--- src/rtl/mini_cpu_pkg.sv ---
// Shared definitions for the mini CPU core: opcode values, FSM states,
// clear-walk exit causes and record field widths.
package mini_cpu_pkg;

  localparam int OP_W = 3;

  typedef enum logic [OP_W-1:0] {
    OP_LOAD    = 3'd0,
    OP_ADD     = 3'd1,
    OP_ADDI    = 3'd2,
    OP_SUB     = 3'd3,
    OP_SUBI    = 3'd4,
    OP_MUL     = 3'd5,
    OP_CLEAR   = 3'd6,
    OP_DISPLAY = 3'd7
  } op_e;

  typedef enum logic [2:0] {
    S_OFF, S_CLR, S_IDLE, S_RD1, S_RD2, S_EXEC, S_WB, S_SHOW
  } state_e;

  // Where the register clear walk goes once it has covered every address.
  typedef enum logic [1:0] {
    CLR_UP,     // power-up walk, exit to IDLE
    CLR_INSTR,  // CLEAR instruction, exit to SHOW
    CLR_DOWN    // power-down walk, exit to OFF
  } clr_cause_e;

  // Immediate forms take operand b from the instruction, not the regfile.
  function automatic logic is_imm_op(input op_e op);
    return (op == OP_ADDI) || (op == OP_SUBI);
  endfunction

endpackage

--- src/rtl/mini_cpu_regfile.sv ---
// Register file: DEPTH x DATA_W, one write port, one synchronous read port
// (read data appears the cycle after the address). Contents are not reset.
module mini_cpu_regfile
  import mini_cpu_pkg::*;
#(
  parameter int DATA_W = 16,
  parameter int DEPTH  = 16,
  parameter int ADDR_W = $clog2(DEPTH)
) (
  input  logic              clk,
  input  logic              we,
  input  logic [ADDR_W-1:0] waddr,
  input  logic [DATA_W-1:0] wdata,
  input  logic [ADDR_W-1:0] raddr,
  output logic [DATA_W-1:0] rdata
);

  logic [DATA_W-1:0] mem [DEPTH];

  // Write port and registered read port.
  always_ff @(posedge clk) begin
    if (we) mem[waddr] <= wdata;
    rdata <= mem[raddr];
  end

endmodule

--- src/rtl/mini_cpu_core.sv ---
// Mini CPU core: one instruction at a time over valid/ready, executed against
// an internal register file; results go out as display records. Every power
// transition walks the register file clearing it.
// Optional build macro MINI_CPU_SAT_EN: overflowing ADD/ADDI/MUL write
// all-ones and underflowing SUB/SUBI write zero instead of wrapping.
module mini_cpu_core
  import mini_cpu_pkg::*;
#(
  parameter int DATA_W = 16,
  parameter int DEPTH  = 16,
  parameter int ADDR_W = $clog2(DEPTH),
  parameter int IMM_W  = 7
) (
  input  logic              clk,
  input  logic              rst,
  input  logic              power_toggle,
  input  logic              instr_valid,
  output logic              instr_ready,
  input  logic [OP_W-1:0]   instr_op,
  input  logic [ADDR_W-1:0] instr_dst,
  input  logic [ADDR_W-1:0] instr_src1,
  input  logic [ADDR_W-1:0] instr_src2,
  input  logic [IMM_W-1:0]  instr_imm,
  output logic              disp_valid,
  input  logic              disp_ready,
  output logic [OP_W-1:0]   disp_op,
  output logic [ADDR_W-1:0] disp_addr,
  output logic [DATA_W-1:0] disp_data,
  output logic              ovf,
  output logic              powered
);

  state_e            state, state_nxt;
  clr_cause_e        cause, cause_nxt, cause_eff;
  logic [ADDR_W-1:0] clr_addr, clr_addr_nxt;

  op_e               op_q;
  logic [ADDR_W-1:0] dst_q, src1_q, src2_q;
  logic [IMM_W-1:0]  imm_q;
  logic [DATA_W-1:0] a_q, res_q;

  logic              rf_we;
  logic [ADDR_W-1:0] rf_waddr, rf_raddr;
  logic [DATA_W-1:0] rf_wdata, rf_rdata;

  logic [DATA_W-1:0]   b_val, alu_res;
  logic [DATA_W:0]     sum;
  logic [2*DATA_W-1:0] prod;
  logic                alu_ovf, accept;

  // A toggle in the same cycle as a presented instruction wins.
  assign instr_ready = (state == S_IDLE) && powered && !power_toggle;
  assign accept      = instr_valid && instr_ready;

  mini_cpu_regfile #(.DATA_W(DATA_W), .DEPTH(DEPTH), .ADDR_W(ADDR_W)) u_rf (
    .clk   (clk),
    .we    (rf_we),
    .waddr (rf_waddr),
    .wdata (rf_wdata),
    .raddr (rf_raddr),
    .rdata (rf_rdata)
  );

  // ALU: operand a was captured in RD2, operand b arrives from the read port in EXEC.
  always_comb begin
    b_val   = is_imm_op(op_q) ? DATA_W'(imm_q) : rf_rdata;
    sum     = {1'b0, a_q} + {1'b0, b_val};
    prod    = (2*DATA_W)'(a_q) * (2*DATA_W)'(b_val);
    alu_res = '0;
    alu_ovf = 1'b0;
    case (op_q)
      OP_ADD, OP_ADDI: begin alu_res = sum[DATA_W-1:0]; alu_ovf = sum[DATA_W]; end
      OP_SUB, OP_SUBI: begin alu_res = a_q - b_val;      alu_ovf = (a_q < b_val); end
      OP_MUL:          begin alu_res = prod[DATA_W-1:0]; alu_ovf = |prod[2*DATA_W-1:DATA_W]; end
      default: ;
    endcase
`ifdef MINI_CPU_SAT_EN
    if (alu_ovf) alu_res = (op_q == OP_SUB || op_q == OP_SUBI) ? '0 : '1;
`endif
  end

  // Next state, clear walk and register file port control.
  always_comb begin
    state_nxt    = state;
    cause_nxt    = cause;
    cause_eff    = cause;
    clr_addr_nxt = clr_addr;
    rf_we        = 1'b0;
    rf_waddr     = dst_q;
    rf_wdata     = res_q;
    rf_raddr     = src1_q;
    case (state)
      S_OFF: if (power_toggle) begin
        state_nxt    = S_CLR;
        cause_nxt    = CLR_UP;
        clr_addr_nxt = '0;
      end
      S_CLR: begin
        rf_we        = 1'b1;
        rf_waddr     = clr_addr;
        rf_wdata     = '0;
        clr_addr_nxt = clr_addr + 1'b1;
        if (power_toggle && cause == CLR_INSTR) begin
          // Powering off mid CLEAR: restart the walk as a power-down walk.
          cause_nxt    = CLR_DOWN;
          clr_addr_nxt = '0;
        end else begin
          // During a power walk a toggle only flips where the walk ends up.
          if (power_toggle) cause_eff = (cause == CLR_UP) ? CLR_DOWN : CLR_UP;
          cause_nxt = cause_eff;
          if (clr_addr == ADDR_W'(DEPTH - 1)) begin
            case (cause_eff)
              CLR_UP:    state_nxt = S_IDLE;
              CLR_INSTR: state_nxt = S_SHOW;
              default:   state_nxt = S_OFF;
            endcase
          end
        end
      end
      S_IDLE: if (accept) begin
        case (op_e'(instr_op))
          OP_LOAD:  state_nxt = S_WB;
          OP_CLEAR: begin
            state_nxt    = S_CLR;
            cause_nxt    = CLR_INSTR;
            clr_addr_nxt = '0;
          end
          default:  state_nxt = S_RD1;
        endcase
      end
      S_RD1: begin
        rf_raddr  = (op_q == OP_DISPLAY) ? dst_q : src1_q;
        state_nxt = S_RD2;
      end
      S_RD2: begin
        rf_raddr  = src2_q;
        state_nxt = (op_q == OP_DISPLAY) ? S_SHOW : S_EXEC;
      end
      S_EXEC: state_nxt = S_WB;
      S_WB: begin
        rf_we     = 1'b1;
        state_nxt = S_SHOW;
      end
      S_SHOW: if (disp_valid && disp_ready) state_nxt = S_IDLE;
      default: state_nxt = S_OFF;
    endcase
    // Power-off from any powered working state aborts without writeback.
    if (power_toggle && state != S_OFF && state != S_CLR) begin
      state_nxt    = S_CLR;
      cause_nxt    = CLR_DOWN;
      clr_addr_nxt = '0;
      rf_we        = 1'b0;
    end
  end

  // FSM state register.
  always_ff @(posedge clk or posedge rst) begin
    if (rst) begin
      state    <= S_OFF;
      cause    <= CLR_UP;
      clr_addr <= '0;
    end else begin
      state    <= state_nxt;
      cause    <= cause_nxt;
      clr_addr <= clr_addr_nxt;
    end
  end

  // Instruction capture, operands, flags and the display record.
  always_ff @(posedge clk or posedge rst) begin
    if (rst) begin
      op_q       <= OP_LOAD;
      dst_q      <= '0;
      src1_q     <= '0;
      src2_q     <= '0;
      imm_q      <= '0;
      a_q        <= '0;
      res_q      <= '0;
      ovf        <= 1'b0;
      powered    <= 1'b0;
      disp_valid <= 1'b0;
      disp_op    <= '0;
      disp_addr  <= '0;
      disp_data  <= '0;
    end else begin
      if (accept) begin
        op_q   <= op_e'(instr_op);
        dst_q  <= instr_dst;
        src1_q <= instr_src1;
        src2_q <= instr_src2;
        imm_q  <= instr_imm;
        res_q  <= DATA_W'(instr_imm);  // LOAD result; arithmetic overwrites in EXEC
      end
      if (state == S_RD2) a_q <= rf_rdata;
      if (state == S_EXEC && state_nxt == S_WB) begin
        res_q <= alu_res;
        ovf   <= alu_ovf;
      end
      if (state == S_CLR && state_nxt == S_IDLE) powered <= 1'b1;
      else if (state_nxt == S_OFF)               powered <= 1'b0;
      if (state != S_SHOW && state_nxt == S_SHOW) begin
        disp_valid <= 1'b1;
        case (state)
          S_CLR: begin disp_op <= OP_CLEAR; disp_addr <= '0;    disp_data <= '0;       end
          S_RD2: begin disp_op <= op_q;     disp_addr <= dst_q; disp_data <= rf_rdata; end
          default: begin disp_op <= op_q;   disp_addr <= dst_q; disp_data <= res_q;    end
        endcase
      end else if (state == S_SHOW && state_nxt != S_SHOW) begin
        disp_valid <= 1'b0;
      end
    end
  end

endmodule

--- config.mk ---
export PLATFORM = sky130hd
export DESIGN_NAME = mini_cpu_core
export DESIGN_NICKNAME = d
export VERILOG_FILES = /design/src/rtl/mini_cpu_pkg.sv /design/src/rtl/mini_cpu_regfile.sv /design/src/rtl/mini_cpu_core.sv
export SDC_FILE = /design/constraint.sdc
export NUM_CORES = 1
export LEC_CHECK = 0
export BUFFER_PORTS_ARGS = -buffer_cell sky130_fd_sc_hd__clkbuf_2
export CAP_MARGIN = 10
export CORE_MARGIN = 5
export CORE_UTILIZATION = 60
export CTS_BUF_LIST = sky130_fd_sc_hd__clkbuf_2 sky130_fd_sc_hd__clkbuf_4 sky130_fd_sc_hd__clkbuf_8
export CTS_CLUSTER_SIZE = 8
export DETAILED_ROUTE_END_ITERATION = 16
export PLACE_DENSITY_LB_ADDON = 0.25
export SYNTH_ARGS = -nofsm -noshare
export SYNTH_HDL_FRONTEND = slang
export SYNTH_SLANG_ARGS = --single-unit
--- constraint.sdc ---
create_clock -name clk -period 6.8 [get_ports clk]
set_clock_uncertainty 0.05 [all_clocks]
set_input_delay 0.68 -clock clk [delete_from_list [all_inputs] [get_ports clk]]
set_output_delay 0.68 -clock clk [all_outputs]
set_load 0.02 [all_outputs]
## Word-level counts from Yosys, hierarchy flattened

Memory sizes are Yosys's and may differ from the RTL's. A register that Yosys moved wholly into a read port is not among the register bits.
Index checks and enable logic that the tools add are counted.
W data, S select, Z words.

| storage, ports and cells | value |
|---|---|
| bits in registers | 89 |
| memories | 1 |
| bits in writable memories | 256 |
| output and inout bits | 27 |
| word-level logic and storage cells | 122 |

| operators by class | value |
|---|---|
| reduce and logical (&&, ||, !) cells | 28 |
| add/sub/neg operators | 3 |
| mux-type cells | 46 |
| $mul | 1 |
| magnitude comparators | 1 |
| eq/ne operators | 26 |

Memory list:

| memory | depth | bits a word | read ports | clocked after Yosys merged registers in | wr ports | line | RTL |
|---|---|---|---|---|---|---|---|
| u_rf.mem | 16 | 16 | 1 | 1 | 1 | mini_cpu_regfile.sv:18 | `logic [DATA_W-1:0] mem [DEPTH];` |

Operator list:

| kind | count |
|---|---|
| $mux W16 | 4 |
| $pmux W16 S3 | 1 |
| $mul A16 B16 Y32 | 1 |
| $mux W4 | 8 |
| $pmux W16 S2 | 1 |
| $eq A3 B3 Y1 const B | 10 |
| $pmux W3 S8 | 1 |
| $mux W3 | 7 |
| $mux W2 | 10 |
| $add A16 B16 Y17 | 1 |
| $lt A16 B16 Y1 | 1 |
| $reduce_or A16 Y1 | 1 |
| $sub A16 B16 Y16 | 1 |
| $eq A3 B2 Y1 const B | 5 |
| $pmux W3 S2 | 2 |
| $pmux W4 S3 | 1 |
| $logic_and A1 B1 Y1 | 11 |
| $logic_not A3 Y1 | 3 |
| $ne A3 B3 Y1 const B | 3 |
| $mux W1 | 8 |
| $pmux W4 S2 | 1 |
| $eq A3 B1 Y1 const B | 2 |
| $ne A3 B1 Y1 const B | 2 |
| $pmux W2 S3 | 1 |
| 13 further kinds | 19 |

## Longest topological paths before layout

Gate-level depths: netlist of the first run.

| logic depth | value |
|---|---|
| word-level depth | 15 |
| mapped depth | 31 |
| gate-level depth less buffers | 26 |

## Cells and area by module

Synthesis of the first run repeated with hierarchy kept, for this count alone.

| unflattened totals | value |
|---|---|
| cells, all modules | 2179 |
| area total of the unflattened synthesis | 24745.0 µm² |

Modules (own cells, without submodules):

| module | instances | cells an instance | sequential area each (µm²) | area an instance (µm²) |
|---|---|---|---|---|
| mini_cpu_core | 1 | 1747 | 2227.1 | 14702.9 |
| mini_cpu_regfile | 1 | 432 | 8007.7 | 10042.1 |

## Least setup slack after synthesis of the first run

No wires, ideal clock.

| timing | value |
|---|---|
| path type | register to register |
| start point | reg op_q[2] |
| end point | reg ovf |
| cell stages (with the launch flop) | 29 |
| period minus slack after synthesis | 7.544 ns |
| data required time | 6.624 ns |
| slack | -0.744 ns |
| arrival | 7.367 ns |
| path through | dfrtp_1 clkbuf_1 xor2_1 nand2b_1 clkbuf_1 clkbuf_1 and2_1 clkbuf_1 ha_1 inv_1 fa_1 fa_1 fa_1 inv_1 fa_1 fa_1 inv_1 fa_1 inv_1 ha_1 a211oi_2 nor2_1 or4_4 a2111oi_4 o22ai_1 nor4_2 nand4_1 nor4b_2 a21oi_1 |

| on the way | value |
|---|---|
| longest elaborated chain between the ends | 6 |

Ends and longest elaborated chain:

| element | line | RTL |
|---|---|---|
| start: declaration | mini_cpu_core.sv:37 | `op_e op_q;` |
| start signal: assignment | mini_cpu_core.sv:187 | `op_q <= op_e'(instr_op);` |
| $eq A3 B2 Y1, or another cell as far along | mini_cpu_pkg.sv:31, mini_cpu_core.sv:71 |  |
| $logic_or A1 B1 Y1 or $mux W2 (tied branches) | mini_cpu_pkg.sv:31, mini_cpu_core.sv:137 |  |
| $mux W16 or $pmux W3 S8 (tied branches) | mini_cpu_core.sv:66, mini_cpu_core.sv:92 |  |
| $mul A16 B16 Y32 or $mux W3 (tied branches) | mini_cpu_core.sv:68, mini_cpu_core.sv:148 |  |
| $reduce_or A16 Y1 or $eq A3 B3 Y1 (tied branches) | mini_cpu_core.sv:74, mini_cpu_core.sv:195 |  |
| $pmux W1 S3 or $logic_and A1 B1 Y1 (tied branches) | mini_cpu_core.sv:71, mini_cpu_core.sv:195 |  |
| end signal: assignment | mini_cpu_core.sv:197 | `ovf <= alu_ovf;` |
| end: declaration | mini_cpu_core.sv:29 | `output logic ovf,` |

Parallel ways exist; a longest one is shown, timed or not.
A chain may end at the register's enable or synchronous reset.

## Worst setup path after layout of the first run

| timing | value |
|---|---|
| start point | reg op_q[1] |
| end point | reg ovf |

The elaborated chain is that of the path after synthesis.

==> results of run 1 <==
-- kinds of logic (layout without fill, tap and decap cells) --
family | count (synthesis) | in the layout | synth area share [%]
simple gates | 816 | 816 | 15.4
fa+ha+maj | 338 | 338 | 22.4
compound gates | 473 | 473 | 13.0
xor+xnor | 27 | 27 | 0.931
buf+inv | 421 | 625 | 6.46
flops | 361 | 361 | 40.3
mux | 34 | 34 | 1.46
-- sequential cells by signal (all words and copies together), names as in the netlist, 7 cells and up --
| register | count |
|---|---|
| u_rf.mem | 256 |
| a_q | 16 |
| disp_data | 16 |
| res_q | 16 |
| u_rf.rdata | 16 |
| imm_q | 7 |
-- what timing repair did --
action | 4_1_cts | 5_1_grt
hold buffers | 1 | 0
pin swaps | 3 | 0
setup endpoints to repair | 4 | 7
resized for setup | 11 | 7
endpoints found under the hold margin | 24 | 0
-- placed cells by master, fill, tap and decap left out, types with 7 or more instances in the layout --
master	n
sky130_fd_sc_hd__a311oi_1	32
sky130_fd_sc_hd__nor2_1	115
sky130_fd_sc_hd__o21ai_0	45
sky130_fd_sc_hd__a22oi_1	23
sky130_fd_sc_hd__o22ai_1	9
sky130_fd_sc_hd__clkbuf_8	58
sky130_fd_sc_hd__xor2_1	8
sky130_fd_sc_hd__inv_1	274
sky130_fd_sc_hd__o211ai_1	10
sky130_fd_sc_hd__clkbuf_4	37
sky130_fd_sc_hd__nand3_1	20
sky130_fd_sc_hd__nand2b_1	12
sky130_fd_sc_hd__mux2i_1	10
sky130_fd_sc_hd__nor3_1	21
sky130_fd_sc_hd__fa_1	194
sky130_fd_sc_hd__ha_1	133
sky130_fd_sc_hd__or2_2	9
sky130_fd_sc_hd__nand2_1	375
sky130_fd_sc_hd__xnor2_1	16
sky130_fd_sc_hd__nor2_2	7
sky130_fd_sc_hd__a21o_1	9
sky130_fd_sc_hd__and3_1	67
sky130_fd_sc_hd__dfxtp_1	16
sky130_fd_sc_hd__buf_4	190
sky130_fd_sc_hd__o41ai_1	9
sky130_fd_sc_hd__clkbuf_2	53
sky130_fd_sc_hd__a21oi_1	105
sky130_fd_sc_hd__dfrtp_1	89
sky130_fd_sc_hd__o21bai_1	12
sky130_fd_sc_hd__a211oi_1	87
sky130_fd_sc_hd__a31oi_1	36
sky130_fd_sc_hd__and2_1	132
sky130_fd_sc_hd__mux2_2	20
sky130_fd_sc_hd__edfxtp_1	256
-- per-layer routing --
metal / wire length, um / vias up / track usage [%]
li1: - / 8836 / -
met2: 34300 / 806 / 51.9
met3: 5060 / 137 / 3.85
met4: 2040 / 0 / 8.75
met5: 0 / - / 0
met1: 28900 / 9637 / 41.2
-- Yosys cell counts, drive strengths merged, types with 21 or more instances --
library cell | instances | area, um^2
a21oi | 111 | 556
a211oi | 90 | 686
ha | 142 | 1780
and3 | 68 | 427
nor2 | 123 | 462
fa | 196 | 3920
buf | 29 | 150
and2 | 138 | 865
mux2 | 24 | 270
clkbuf | 116 | 455
a311oi | 32 | 280
inv | 275 | 1030
o21ai | 53 | 269
a31oi | 36 | 225
edfxtp | 256 | 7690
dfrtp | 89 | 2230
a22oi | 23 | 173
nand2 | 376 | 1410
nand3 | 21 | 110
nor3 | 22 | 115
-- worst paths after layout --
kind	end	depth (start not counted)	slack (ns)	start
hold / removal	src1_q[3]	3	0.22	instr_src1[3]
setup / recovery	ovf	25	-0.22	op_q[1]
max in group asynchronous	op_q[0]	4	4.94	rst
min in group asynchronous	disp_data[3]	3	0.52	rst
setup reg to reg	ovf	25	-0.22	op_q[1]
hold reg to reg	src2_q[2]	2	0.43	src2_q[2]
-- area by class of cell --
type	instances	area (um^2)	share of cell area, %
inverters	276	1040	3.62
clock inverters	5	52.6	0.183
clock buffers	95	1080	3.75
repair buffers	249	1800	6.29
multi-input cells	1688	13800	48.1
well taps	539	674	2.35
flip-flops and latches	361	10200	35.7
-- critical path: stages (launching register included) --
cell	delay, ns
sky130_fd_sc_hd__dfrtp_1	0.39
sky130_fd_sc_hd__xor2_1	0.17
sky130_fd_sc_hd__nand2b_2	0.10
sky130_fd_sc_hd__buf_12	0.16
sky130_fd_sc_hd__mux2_4	0.34
sky130_fd_sc_hd__and2_1	0.19
sky130_fd_sc_hd__fa_1	0.53
sky130_fd_sc_hd__inv_1	0.05
sky130_fd_sc_hd__fa_1	0.48
sky130_fd_sc_hd__inv_1	0.05
sky130_fd_sc_hd__fa_1	0.48
sky130_fd_sc_hd__fa_1	0.50
sky130_fd_sc_hd__fa_1	0.48
sky130_fd_sc_hd__inv_1	0.05
sky130_fd_sc_hd__fa_1	0.48
sky130_fd_sc_hd__inv_1	0.06
sky130_fd_sc_hd__ha_4	0.22
sky130_fd_sc_hd__a211oi_2	0.29
sky130_fd_sc_hd__nor2_1	0.11
sky130_fd_sc_hd__o41a_1	0.39
sky130_fd_sc_hd__o31a_1	0.28
sky130_fd_sc_hd__o211a_1	0.23
sky130_fd_sc_hd__nor4_4	0.20
sky130_fd_sc_hd__nand4_1	0.19
sky130_fd_sc_hd__nor4b_4	0.31
sky130_fd_sc_hd__a21oi_1	0.11
-- stage by stage --
step | TNS (ns) | util, % | instances | cell area [um^2] | worst slack [ns]
after floorplan | -0.0277 | - | 2470 | 25600 | -0.0277
after global placement | -0.422 | 65.5 | 3112 | 27500 | -0.290
after detailed placement | -0.633 | 65.5 | 3112 | 27500 | -0.399
after CTS | -0.256 | 68.3 | 3213 | 28600 | -0.240
after global routing | -1.13 | 68.3 | 3213 | 28700 | -0.627
final | -0.219 | 68.3 | 3213 | 28700 | -0.219
==> parameters.txt, run 1 <==
Parameter                              Value

Outcome
  Run status ... finished, violations left
  Violations in the final reports ... negative setup slack

Route
  Via density ... ~6.0
  Via count of the routed design ... a little under 20000
  DRC marker count from the first detailed-route iteration ... approximately 1700
  DRT Wirelength ... 70300 um
  Final routed wire length divided by cell count ... 21.9 um
  Total DRC errors in the routed layout ... 0
  Count of TritonRoute iterations in the first routing pass ... 6
  Antenna violation net count after detailed routing ... 0

Worst setup path
  Startpoint Class ... flop
  WP data required ... approximately 7.2 ns
  CP Data Arrival Time ... 7.46 ns
  Critical Path Fanout Max ... 15
  Worst Setup End Kind ... flop
  Category of the most critical setup path ... reg2reg

GRT
  Initial antenna violation count ... 0
  GRT Residual Overflow ... 0
  Global-route wire length before repair ... roughly 110000 um
  Total global-route track usage ... 30.3%
  Largest net degree at the start of global routing ... roughly 130
  Number of global-route vias before repair ... ~20000

Final layout
  # fillers ... 3169
  Final-stage net count ... 2994
  Share of layout cells above drive strength 1 ... 16.8%
  N_diodes ... 0
  Area overhead of the layout relative to synthesis ... 12.8%

Synth
  Nets in the synthesized netlist ... 2835
  Register area share after synthesis ... between 40 and 50%
  Gate count after technology mapping ... about 2500
  Total of warnings raised by yosys ... 0
  Number of register bits inferred by synthesis ... 361
  Post-synthesis instance area ... 25400 um^2
  Number of enable flip-flop cells after synthesis ... between 200 and 300
  Most frequently used flop master after synthesis ... sky130_fd_sc_hd__edfxtp_1
  Post-Syn Area per Cell ... between 10 and 15 um^2
  Share of flip-flops with an asynchronous set or reset ... between 20 and 25%
  Count of different cell masters after synthesis ... 101

Placement
  Sum of net half-perimeters after detailed placement ... 52200 um
  RD Place Congestion ... a little under 1
  IO Port Bufs ... 53

Floorplan
  Vertical die dimension ... 216 um
  Starting utilization of the core area ... between 60% and 70%
  Die area ... 46600 um^2
  X dimension of the die ... 216 um
  I/O pin count ... 54
  Core outline area ... between 40000 and 50000 um^2
  Number of cell rows ... 75

CTS
  Total number of H-tree levels ... 2
  Clock tree from TritonCTS ... done
  Latest clock arrival within the worst-skew pair ... 0.63 ns
  Post CTS Setup Buffer Count ... 0
  Number of clock sinks seen by CTS ... 361
  Cts bufs inserted ... 53
  Clock input transition at the sequential cells of the worst setup and hold paths ... 0.08 ns
  Longest Clk Path Bufs ... 3
  Library cell used as clock root buffer ... sky130_fd_sc_hd__clkbuf_8

Run
  Number of maximum-capacitance constraint violations ... 0

Timing
  Least-Margin Pin Slew ... approximately 1.1 ns
  Final count of pins violating max slew ... 0
  Min Hold Slack ... 0.218 ns
  Final worst-path cycle share ... 103%
  Post-route worst setup slack ... -0.219 ns
  Setup repair after global routing missed its margin ... yes
  Rel. slew slack ... 26.0%
  Crit path time final ... 7.02 ns
  Top achievable clock speed ... between 100 and 150 MHz
  Number of endpoints with negative hold slack in the final report ... 0
  Final setup violation count ... 1

Hold path
  Min-delay worst type ... in2reg
Power of run 1 is left out: the tool's default activity adds up to more than one toggle a clock period on the data nets, which glitch-free logic cannot reach.
==> run 2, diff against run 1 <==
==> constraint.sdc (replaced) <==
create_clock -name clk -period 5.7 [get_ports clk]
set_clock_uncertainty 0.05 [all_clocks]
set_input_delay 0.57 -clock clk [delete_from_list [all_inputs] [get_ports clk]]
set_output_delay 0.57 -clock clk [all_outputs]
set_load 0.02 [all_outputs]
==> run 2 against run 1 <==
The flow still finishes with violations (negative setup slack); die area unchanged; via count up 2.5%; final cell count up 2.9%; hold slack worse by 0.13 ns; largest cell class unchanged.
==> parameters.txt, run 2 (same netlist as run 1, synthesis figures left out) <==
Parameter                              Value

GRT
  Number of global-route vias before repair ... 20500 (was 20000)
  Largest net degree at the start of global routing ... 129 (unchanged)
  Total global-route track usage ... 30.4% (was 30.3%)
  GRT Residual Overflow ... 0 (unchanged)
  Global-route wire length before repair ... 112000 um (about the same)
  Initial antenna violation count ... 0 (unchanged)

Hold path
  Min-delay worst type ... in2reg (unchanged)

Floorplan
  X dimension of the die ... 216 um (unchanged)
  Number of cell rows ... 75 (unchanged)
  Die area ... 46600 um^2 (unchanged)
  Starting utilization of the core area ... 60.6% (unchanged)
  Core outline area ... 41900 um^2 (unchanged)
  I/O pin count ... 54 (unchanged)
  Vertical die dimension ... 216 um (unchanged)

CTS
  Latest clock arrival within the worst-skew pair ... 0.63 ns (about the same)
  Cts bufs inserted ... 57 (was 53)
  Clock tree from TritonCTS ... done (unchanged)
  Library cell used as clock root buffer ... sky130_fd_sc_hd__clkbuf_8 (unchanged)
  Longest Clk Path Bufs ... 3 (unchanged)
  Total number of H-tree levels ... 2 (unchanged)
  Number of clock sinks seen by CTS ... 361 (unchanged)
  Clock input transition at the sequential cells of the worst setup and hold paths ... 0.07 ns (was 0.08 ns)

Final layout
  Final Cell Area ... 29700 um^2 (was 28700 um^2)
  Area overhead of the layout relative to synthesis ... 16.8% (was 12.8%)
  Most common cell after layout, fill and taps aside ... sky130_fd_sc_hd__nand2_1 (unchanged)
  Register containing the most flip-flops in the final layout ... u_rf.mem (unchanged)
  Register Area ... 10200 um^2 (unchanged)
  Share of layout cells above drive strength 1 ... 20.4% (was 16.8%)
  N_diodes ... 0 (unchanged)
  Area of the multi-input gates ... 13900 um^2 (was 13800 um^2)
  Final-stage net count ... 3085 (was 2994)
  Flip-flop count of the largest register after layout ... 256 (unchanged)
  Final std cells w/o fill ... 3307 (was 3213)
  Commonest non-fill, non-tap cells in the layout ... 375 x sky130_fd_sc_hd__nand2_1, 271 x sky130_fd_sc_hd__inv_1, 266 x sky130_fd_sc_hd__buf_4 (was 375 x sky130_fd_sc_hd__nand2_1, 274 x sky130_fd_sc_hd__inv_1, 256 x sky130_fd_sc_hd__edfxtp_1)
  # fillers ... 3124 (was 3169)

Worst setup path
  Max stage delay on crit path ... 0.50 ns (was 0.53 ns)
  Startpoint Class ... flop (unchanged)
  Category of the most critical setup path ... reg2reg (unchanged)
  Buffers plus inverters on the worst setup path ... 7 (was 5)
  WP data required ... 6.16 ns (was 7.24 ns)
  Worst Setup End Kind ... flop (unchanged)
  Cell seen most often among critical-path stages ... sky130_fd_sc_hd__fa_1 (unchanged)
  Master of the slowest instance on the critical path ... sky130_fd_sc_hd__fa_1 (unchanged)
  Critical Path Fanout Max ... 15 (unchanged)
  CP Data Arrival Time ... 7.52 ns (was 7.46 ns)
  Kind of cell with the highest combined delay on the critical path ... adder cells (unchanged)

Route
  Final routed wire length divided by cell count ... 21.7 um (was 21.9 um)
  DRC marker count from the first detailed-route iteration ... 1691 (was 1675)
  DRT Wirelength ... 71600 um (was 70300 um)
  Antenna violation net count after detailed routing ... 0 (unchanged)
  Via density ... 6.02 (was 6.04)
  Total DRC errors in the routed layout ... 0 (unchanged)
  Via count of the routed design ... 19900 (was 19400)
  Count of TritonRoute iterations in the first routing pass ... 6 (unchanged)

Timing
  Top achievable clock speed ... 142 MHz (about the same)
  Min Hold Slack ... 0.0929 ns (was 0.218 ns)
  Final setup violation count ... 8 (was 1)
  Post-route worst setup slack ... -1.35 ns (was -0.219 ns)
  Setup repair after global routing missed its margin ... yes (unchanged)
  Crit path time final ... 7.05 ns (was 7.02 ns)
  Least-Margin Pin Slew ... 1.27 ns (was 1.11 ns)
  Rel. slew slack ... 14.7% (was 26.0%)
  Final count of pins violating max slew ... 0 (unchanged)
  Number of endpoints with negative hold slack in the final report ... 0 (unchanged)
  Final worst-path cycle share ... 124% (was 103%)

Placement
  IO Port Bufs ... 53 (unchanged)
  RD Place Congestion ... 0.953 (was 0.969)
  Post-Place Cell Area ... 28100 um^2 (was 27500 um^2)
  Worst setup slack after placement ... -1.40 ns (was -0.399 ns)
  Placed cell count ... 3190 (was 3112)
  Sum of net half-perimeters after detailed placement ... 51900 um (was 52200 um)

Outcome
  Run status ... finished, violations left (unchanged)
  Violations in the final reports ... negative setup slack (unchanged)

Run
  Number of maximum-capacitance constraint violations ... 0 (unchanged)
-- run 2: cell types whose count changed in the layout (fill, tap and decap cells not counted), sizes merged --
cell	change
clkbuf	+1
clkinvlp	+3
bufinv	+2
inv	-3
mux2	+1
clkinv	+4
buf	+86
-- run 2: worst paths after layout --
kind	start	to	slack [ns]	cells past startpoint
hold reg to reg	imm_q[0]	imm_q[0]	0.44	2
setup / recovery	op_q[1]	ovf	-1.35	27
hold / removal	instr_dst[0]	dst_q[0]	0.09	3
max in group asynchronous	rst	a_q[5]	3.96	4
min in group asynchronous	rst	src1_q[0]	0.44	3
setup reg to reg	op_q[1]	ovf	-1.35	27
-- run 2: repair_timing --
item                                    4_1_cts  5_1_grt
hold endpoints to repair                     25        0
resized for setup                            35       23
setup buffers                                 3        6
hold buffers                                  1        0
endpoints found under the setup margin        9       10
pin swaps                                    18       27
gates cloned                                  1        0
-- run 2: layout make-up --
class,count,area share [%]
clock buffer,96,3.76
clock inverter,11,0.447
inverter,276,3.50
multi-input combinational,1689,47.0
sequential,361,34.5
tap,539,2.27
timing repair buffer,335,8.52
-- run 2: tightest hold or removal path: cells and delay by family --
kind | cells | cell delay [ns]
buffers and inverters | 1 | 0.07
and+or+nand+nor | 2 | 0.09
-- run 2: routing by layer --
layer	GRT usage [%]	share of wire, %	up-vias
li1	-	-	9021
met1	38.9	39	9845
met2	52.6	50	848
met3	4.47	7.7	181
met4	11.7	3.6	0
met5	0	0	-
-- run 2: stage by stage --
| stage | setup TNS [ns] | util [%] |
|---|---|---|
| final | -5.83 | 70.7 |
| after global routing | -7.99 | 70.7 |
| after CTS | -4.96 | 70.4 |
| after detailed placement | -7.00 | 67.0 |
| after global placement | -6.23 | 67.0 |
| after floorplan | -2.33 | - |
Power of run 2 is left out for the same reason.
